$ cat src/rtl/accum_ctrl_pkg.sv
// accum_ctrl_pkg: state encodings, default timing and display-mux selects shared by the accumulator sequencer
package accum_ctrl_pkg;
    typedef enum logic [1:0] {
        IDLE      = 2'd0,
        LOAD      = 2'd1,
        ADD_START = 2'd2,
        ADD_WAIT  = 2'd3
    } state_e;
    localparam int DEF_DEBOUNCE_CYCLES = 4;
    localparam int DEF_TIMEOUT         = 8;
    localparam logic [1:0] DISP_SEL_REG1 = 2'd0;
    localparam logic [1:0] DISP_SEL_ACC  = 2'd1;
    localparam logic [1:0] DISP_SEL_CNT  = 2'd2;
    localparam logic [1:0] DISP_SEL_OPND = 2'd3;
endpackage

$ cat src/rtl/btn_debounce.sv
// btn_debounce: 2-flop synchroniser, debounce counter and rising-edge press detector
//   clk_i, rst_i : clock, asynchronous active-high reset
//   btn_i        : raw asynchronous button, high = pressed
//   press_o      : registered one-cycle press event
module btn_debounce
    import accum_ctrl_pkg::*;
#(
    parameter int DEBOUNCE_CYCLES = DEF_DEBOUNCE_CYCLES
) (
    input  logic clk_i,
    input  logic rst_i,
    input  logic btn_i,
    output logic press_o
);
    localparam int CW = $clog2(DEBOUNCE_CYCLES + 1);
    logic [1:0]    sync_q;
    logic [CW-1:0] cnt_q, cnt_d;
    logic          level_q, level_d, prev_q, press_q, toggle;
    // counter runs only while the synchronised sample differs from the debounced level
    always_comb begin
        toggle  = (sync_q[1] != level_q) && (cnt_q == CW'(DEBOUNCE_CYCLES - 1));
        level_d = level_q ^ toggle;
        cnt_d   = (sync_q[1] == level_q || toggle) ? '0 : cnt_q + 1'b1;
    end
    always_ff @(posedge clk_i or posedge rst_i) begin
        if (rst_i) begin
            sync_q  <= '0;
            cnt_q   <= '0;
            level_q <= 1'b0;
            prev_q  <= 1'b0;
            press_q <= 1'b0;
        end else begin
            sync_q  <= {sync_q[0], btn_i};
            cnt_q   <= cnt_d;
            level_q <= level_d;
            prev_q  <= level_q;
            press_q <= level_q & ~prev_q;
        end
    end
    assign press_o = press_q;
endmodule

$ cat src/rtl/accum_seq_ctrl.sv
// accum_seq_ctrl: button-driven load/add/clear sequencer for the adder/accumulator datapath
//   MCLK, reset                     : clock, asynchronous active-high reset
//   btn_load, btn_add, btn_clear    : raw buttons; sw: operand switches; add_done: datapath completion
//   operand, load_en, add_start,
//   acc_clear                       : captured operand and one-cycle datapath strobes
//   busy, op_count, err, overrun,
//   state                           : status, completed-add counter, sticky flags, FSM state
module accum_seq_ctrl
    import accum_ctrl_pkg::*;
#(
    parameter int DEBOUNCE_CYCLES = DEF_DEBOUNCE_CYCLES,
    parameter int TIMEOUT         = DEF_TIMEOUT,
    parameter int CNT_W           = 16
) (
    input  logic             MCLK,
    input  logic             reset,
    input  logic             btn_load,
    input  logic             btn_add,
    input  logic             btn_clear,
    input  logic [7:0]       sw,
    input  logic             add_done,
    output logic [7:0]       operand,
    output logic             load_en,
    output logic             add_start,
    output logic             acc_clear,
    output logic             busy,
    output logic [CNT_W-1:0] op_count,
    output logic             err,
    output logic             overrun,
    output logic [1:0]       state
);
    localparam int TW = $clog2(TIMEOUT + 1);
    state_e           state_q, state_d;
    logic [7:0]       operand_q, operand_d;
    logic [CNT_W-1:0] op_count_q, op_count_d;
    logic [TW-1:0]    tmo_q, tmo_d;
    logic             load_en_q, add_start_q, acc_clear_q, busy_q;
    logic             err_q, err_d, overrun_q, overrun_d, clr_pend_q, clr_pend_d;
    logic             load_ev, add_ev, clr_ev;
    logic             idle, clr, take_load, take_add, drop, done, timeout;

    btn_debounce #(.DEBOUNCE_CYCLES(DEBOUNCE_CYCLES)) u_db_load (
        .clk_i(MCLK), .rst_i(reset), .btn_i(btn_load), .press_o(load_ev)
    );
    btn_debounce #(.DEBOUNCE_CYCLES(DEBOUNCE_CYCLES)) u_db_add (
        .clk_i(MCLK), .rst_i(reset), .btn_i(btn_add), .press_o(add_ev)
    );
    btn_debounce #(.DEBOUNCE_CYCLES(DEBOUNCE_CYCLES)) u_db_clear (
        .clk_i(MCLK), .rst_i(reset), .btn_i(btn_clear), .press_o(clr_ev)
    );

    always_comb begin
        idle       = state_q == IDLE;
        clr        = idle && (clr_ev || clr_pend_q);
        take_load  = idle && !clr && load_ev;
        take_add   = idle && !clr && !load_ev && add_ev;
        // a dropped load/add in the same cycle as a clear still leaves overrun set
        drop       = idle ? (clr ? (load_ev || add_ev) : (load_ev && add_ev)) : (load_ev || add_ev);
        done       = (state_q == ADD_START || state_q == ADD_WAIT) && add_done;
        timeout    = state_q == ADD_WAIT && !add_done && tmo_q == TW'(TIMEOUT - 1);
        state_d    = take_load ? LOAD :
                     take_add ? ADD_START :
                     (state_q == LOAD || done || timeout) ? IDLE :
                     (state_q == ADD_START) ? ADD_WAIT : state_q;
        clr_pend_d = idle ? 1'b0 : (clr_pend_q || clr_ev);
        operand_d  = (take_load || take_add) ? sw : operand_q;
        op_count_d = clr ? '0 : done ? op_count_q + 1'b1 : op_count_q;
        err_d      = (err_q && !clr) || timeout;
        overrun_d  = drop || (overrun_q && !clr);
        tmo_d      = (state_q == ADD_WAIT) ? tmo_q + 1'b1 : '0;
    end

    always_ff @(posedge MCLK or posedge reset) begin
        if (reset) begin
            state_q     <= IDLE;
            operand_q   <= '0;
            op_count_q  <= '0;
            tmo_q       <= '0;
            load_en_q   <= 1'b0;
            add_start_q <= 1'b0;
            acc_clear_q <= 1'b0;
            busy_q      <= 1'b0;
            err_q       <= 1'b0;
            overrun_q   <= 1'b0;
            clr_pend_q  <= 1'b0;
        end else begin
            state_q     <= state_d;
            operand_q   <= operand_d;
            op_count_q  <= op_count_d;
            tmo_q       <= tmo_d;
            load_en_q   <= state_d == LOAD;
            add_start_q <= state_d == ADD_START;
            acc_clear_q <= clr;
            busy_q      <= state_d != IDLE;
            err_q       <= err_d;
            overrun_q   <= overrun_d;
            clr_pend_q  <= clr_pend_d;
        end
    end

    assign operand   = operand_q;
    assign load_en   = load_en_q;
    assign add_start = add_start_q;
    assign acc_clear = acc_clear_q;
    assign busy      = busy_q;
    assign op_count  = op_count_q;
    assign err       = err_q;
    assign overrun   = overrun_q;
    assign state     = state_q;
endmodule

$ cat config.mk
export PLATFORM = sky130hd
export DESIGN_NAME = accum_seq_ctrl
export DESIGN_NICKNAME = d
export VERILOG_FILES = /design/src/rtl/accum_ctrl_pkg.sv /design/src/rtl/btn_debounce.sv /design/src/rtl/accum_seq_ctrl.sv
export SDC_FILE = /design/constraint.sdc
export NUM_CORES = 1
export LEC_CHECK = 0
export ABC_AREA = 1
export ABC_CLOCK_PERIOD_IN_PS = 1700
export BUFFER_PORTS_ARGS = -buffer_cell sky130_fd_sc_hd__buf_2
export CORE_MARGIN = 2
export CORE_UTILIZATION = 52
export CTS_BUF_LIST = sky130_fd_sc_hd__clkbuf_4
export CTS_CLUSTER_SIZE = 16
export DETAILED_ROUTE_END_ITERATION = 7
export PLACE_DENSITY = 0.87
export SYNTH_ARGS = -nofsm -noshare
export SYNTH_HDL_FRONTEND = slang
export SYNTH_SLANG_ARGS = --single-unit
$ cat constraint.sdc
create_clock -name MCLK -period 1.7 [get_ports MCLK]
set_clock_uncertainty 0.1 [all_clocks]
set_input_delay 0.085 -clock MCLK [delete_from_list [all_inputs] [get_ports MCLK]]
set_output_delay 0.085 -clock MCLK [all_outputs]
set_load 0.05 [all_outputs]
==> summary.md <==
| Metric | Value |
|---|---|
| Status | finished, final reports clean |
| Power, Total | just over 5000 µW |
| Placer Congestion | 0.847 |
| Largest net degree at the start of global routing | 36 |
| Crit-path slowest cell | dfrtp_2 |
| Drt wl/cell | 11.4 µm |
| Fin crit share | 0.894 |
| Die area | 5650 µm² |
| Worst setup EP type | register |
| Area of the multi-input gates | roughly 940 µm² |
| Slew HR | 0.704 |
| Power Dens Cells | ~1600 nW/µm² |
| CTS tree | yes |
| Register Area | roughly 1500 µm² |
| H-tree Lvls | 3 |
| Final setup vio count | 0 |
| Mapped Cells | 283 |
| Initial antenna violation count | 0 |
| Vias in the first global route | 1945 |
| Crit path time final | between 1.5 and 2 ns |
| Vias | ~2000 |
| Port Buf Inserts | 45 |
| Setup Buffers After CTS | 0 |
| Worst vdd ir | 0.000988 V |
| TritonRoute pass-1 iters | 4 |
| RSZ-0062 raised after global routing | false |
| Cells after DPL | 396 |
| Critical path data required time | around 1.9 ns |
| Clock transition at path regs | 0.10 ns |
| Area Growth Syn to Fin | 22.1% |
| Clock sink count | between 60 and 70 |
| Layout cells sized above 1 | 0.254 |
| Sequential element share of the synthesized area | 0.580 |
| Grt total ovfl | 0 |
| Final Max Tran Viols | 0 |
| Final setup TNS | 0 ns |
| Crit-path max cell delay | 0.41 ns |
| DRC violations left | 0 |
| Core Area | 4820 µm² |
| Die Height | 75.2 µm |
| Horiz. Die Dim | about 75 µm |
| Cell Rows | 25 |
| First-pass GRT wire length | 8.30 mm |
| HPWL after detailed placement | approximately 3.5 mm |
| Clock root cell | clkbuf_4 |
| Final Hold Vio Count | 0 |
| Post-route ant nets | 0 |
| Worst-path fanout max | 5 |
| Number of buffers created by CTS | 9 |
| Worst slew pin tran | roughly 0.44 ns |
| I/O pin cnt | 46 |
| Flops & latches, synth | 61 |
| Worst min path class | input pin to async pin |
| Starting Density | 0.546 |
| Max Cap Violations | 0 |
| Layout Cells excl Fill | 425 |
| Clock Latency Late Sink | 0.40 ns |
| Synth warnings | 0 |
| CTS max path bufs | 2 |
| Fin nets | approximately 380 |
| CP Cell Sequence | ha_1 -> nand3_1 -> nor2_1 -> nand2_4 -> nor2_2 -> nand2_1 -> nand2_1 -> nor2_1 |
| Critical Path Source Type | register |
| Routed WL | 4.84 mm |
| Drt via density | about 4.8 |
| Highest Clock Rate | 658 MHz |
| Critical Path AT | 1.71 ns |
| Antenna diodes | 0 |
| Synthesized area | 2630 µm² |
| Fillcell total | 402 |
| Synth Net Count | 305 |
| Tot GR Track Use | 0.199 |
| Initial DRC count | 107 |
| Mean Syn Cell Area | 9.30 µm² |
| Setup CP Type | register to register |
| Cell variety after synth | 26 |
| Leakage | around 0.0017 µW |
[power breakdown]
group	internal [µW]	switching, µW	total, µW
clock network	462	518	980
registers	1830	215	2050
logic	566	1500	2070
total	2860	2230	5090
[worst max-delay path, delay by kind of cell, from the launching register on]
family,cells,cell delay [ns]
adder cells (fa/ha/maj),1,0.20
flip-flops,1,0.41
AND/OR/NAND/NOR,7,0.72
[synthesized netlist by cell type]
cell type / n / area [µm²]
a21oi_1: 10 / 50.1
nand2_1: 64 / 240
inv_2: 5 / 18.8
o21bai_1: 1 / 7.51
o21ai_0: 11 / 55.1
nor2_1: 44 / 165
a22oi_1: 1 / 7.51
nor3_1: 2 / 10.0
nand3_2: 1 / 10.0
nor3_2: 2 / 20.0
o211ai_1: 1 / 7.51
nor3b_1: 1 / 7.51
or2_2: 1 / 6.26
nand4_1: 2 / 12.5
dfrtp_1: 61 / 1530
clkbuf_8: 1 / 13.8
nand2_8: 1 / 20.0
nand3_1: 19 / 95.1
nand2_2: 4 / 25.0
inv_1: 32 / 120
ha_1: 8 / 100
nor2_2: 2 / 12.5
nand2_4: 4 / 45.0
nor2_4: 2 / 22.5
o21bai_2: 1 / 11.3
buf_6: 2 / 22.5
[flip-flops by register name (all words and copies together), names as in the netlist, 3 cells and up, named ones only]
name	cells
u_db_add.cnt_q	3
op_count	16
tmo_q	4
u_db_load.cnt_q	3
operand	8
u_db_clear.cnt_q	3
[routing by layer]
layer | up-vias | GRT usage | wire length (µm) | part of all wire
li1 | 1036 | - | - | -
met1 | 954 | 0.235 | 2110 | 0.44
met2 | 45 | 0.341 | 2460 | 0.51
met3 | 9 | 0.0629 | 209 | 0.043
met4 | 0 | 0.0760 | 57 | 0.012
met5 | - | 0 | 0 | 0
[through the flow]
stage                util  hold WS [ns]  cell area [µm²]  worst slack (ns)
finish              0.668         0.196             3220             0.179
global route        0.668         0.201             3220            0.0354
CTS                 0.666         0.182             3210             0.177
detailed placement  0.611        0.0841             2940             0.209
global placement    0.611        0.0806             2940             0.232
floorplan               -        0.0164             2640            0.0659
[path summary, 6_finish.rpt]
kind | slack (ns) | depth (start not counted) | start | endpoint
hold reg to reg | 0.25 | 0 | u_db_load.sync_q[0] | u_db_load.sync_q[1]
hold / removal | 0.20 | 4 | reset | u_db_load.prev_q
min in group MCLK | 0.24 | 2 | btn_clear | u_db_clear.sync_q[0]
setup / recovery | 0.18 | 8 | op_count[1] | op_count[14]
setup reg to reg | 0.18 | 8 | op_count[1] | op_count[14]
max in group asynchronous | 0.93 | 4 | reset | op_count[0]
[cell families after synthesis]
| family | after synthesis | synth area share |
|---|---|---|
| fa+ha+maj | 8 | 0.0380 |
| flops | 61 | 0.580 |
| buf+inv | 40 | 0.0665 |
| compound gates | 25 | 0.0528 |
| simple gates | 149 | 0.263 |
[cell usage in the layout, fill, tap and decap left out, types with 2 or more instances in the layout]
| cell | Yosys | layout |
|---|---|---|
| a21oi_1 | 10 | 10 |
| buf_2 | 0 | 45 |
| buf_4 | 0 | 4 |
| clkbuf_4 | 0 | 10 |
| clkinv_2 | 0 | 2 |
| clkinvlp_4 | 0 | 3 |
| dfrtp_1 | 61 | 59 |
| dfrtp_2 | 0 | 2 |
| dlygate4sd3_1 | 0 | 13 |
| ha_1 | 8 | 8 |
| inv_1 | 32 | 31 |
| inv_2 | 5 | 5 |
| nand2_1 | 64 | 64 |
| nand2_2 | 4 | 3 |
| nand2_4 | 4 | 5 |
| nand3_1 | 19 | 19 |
| nand4_1 | 2 | 2 |
| nor2_1 | 44 | 44 |
| nor2_2 | 2 | 2 |
| nor2_4 | 2 | 2 |
| nor3_1 | 2 | 2 |
| nor3_2 | 2 | 2 |
| o21ai_0 | 11 | 11 |
[timing repair]
action,4_1_cts,5_1_grt
hold endpoints to repair,73,0
hold buffers,13,0
resized for setup,0,1
setup endpoints to repair,0,1
[cell type report]
cell class,instances,share of cell area
Clock buffer,10,0.0233
Clock inverter,6,0.0198
Inverter,37,0.0444
Multi-Input combinational cell,182,0.291
Sequential cell,61,0.475
Tap cell,67,0.0261
Timing Repair Buffer,62,0.120
Note: power is estimated with default switching activity, not from simulation.
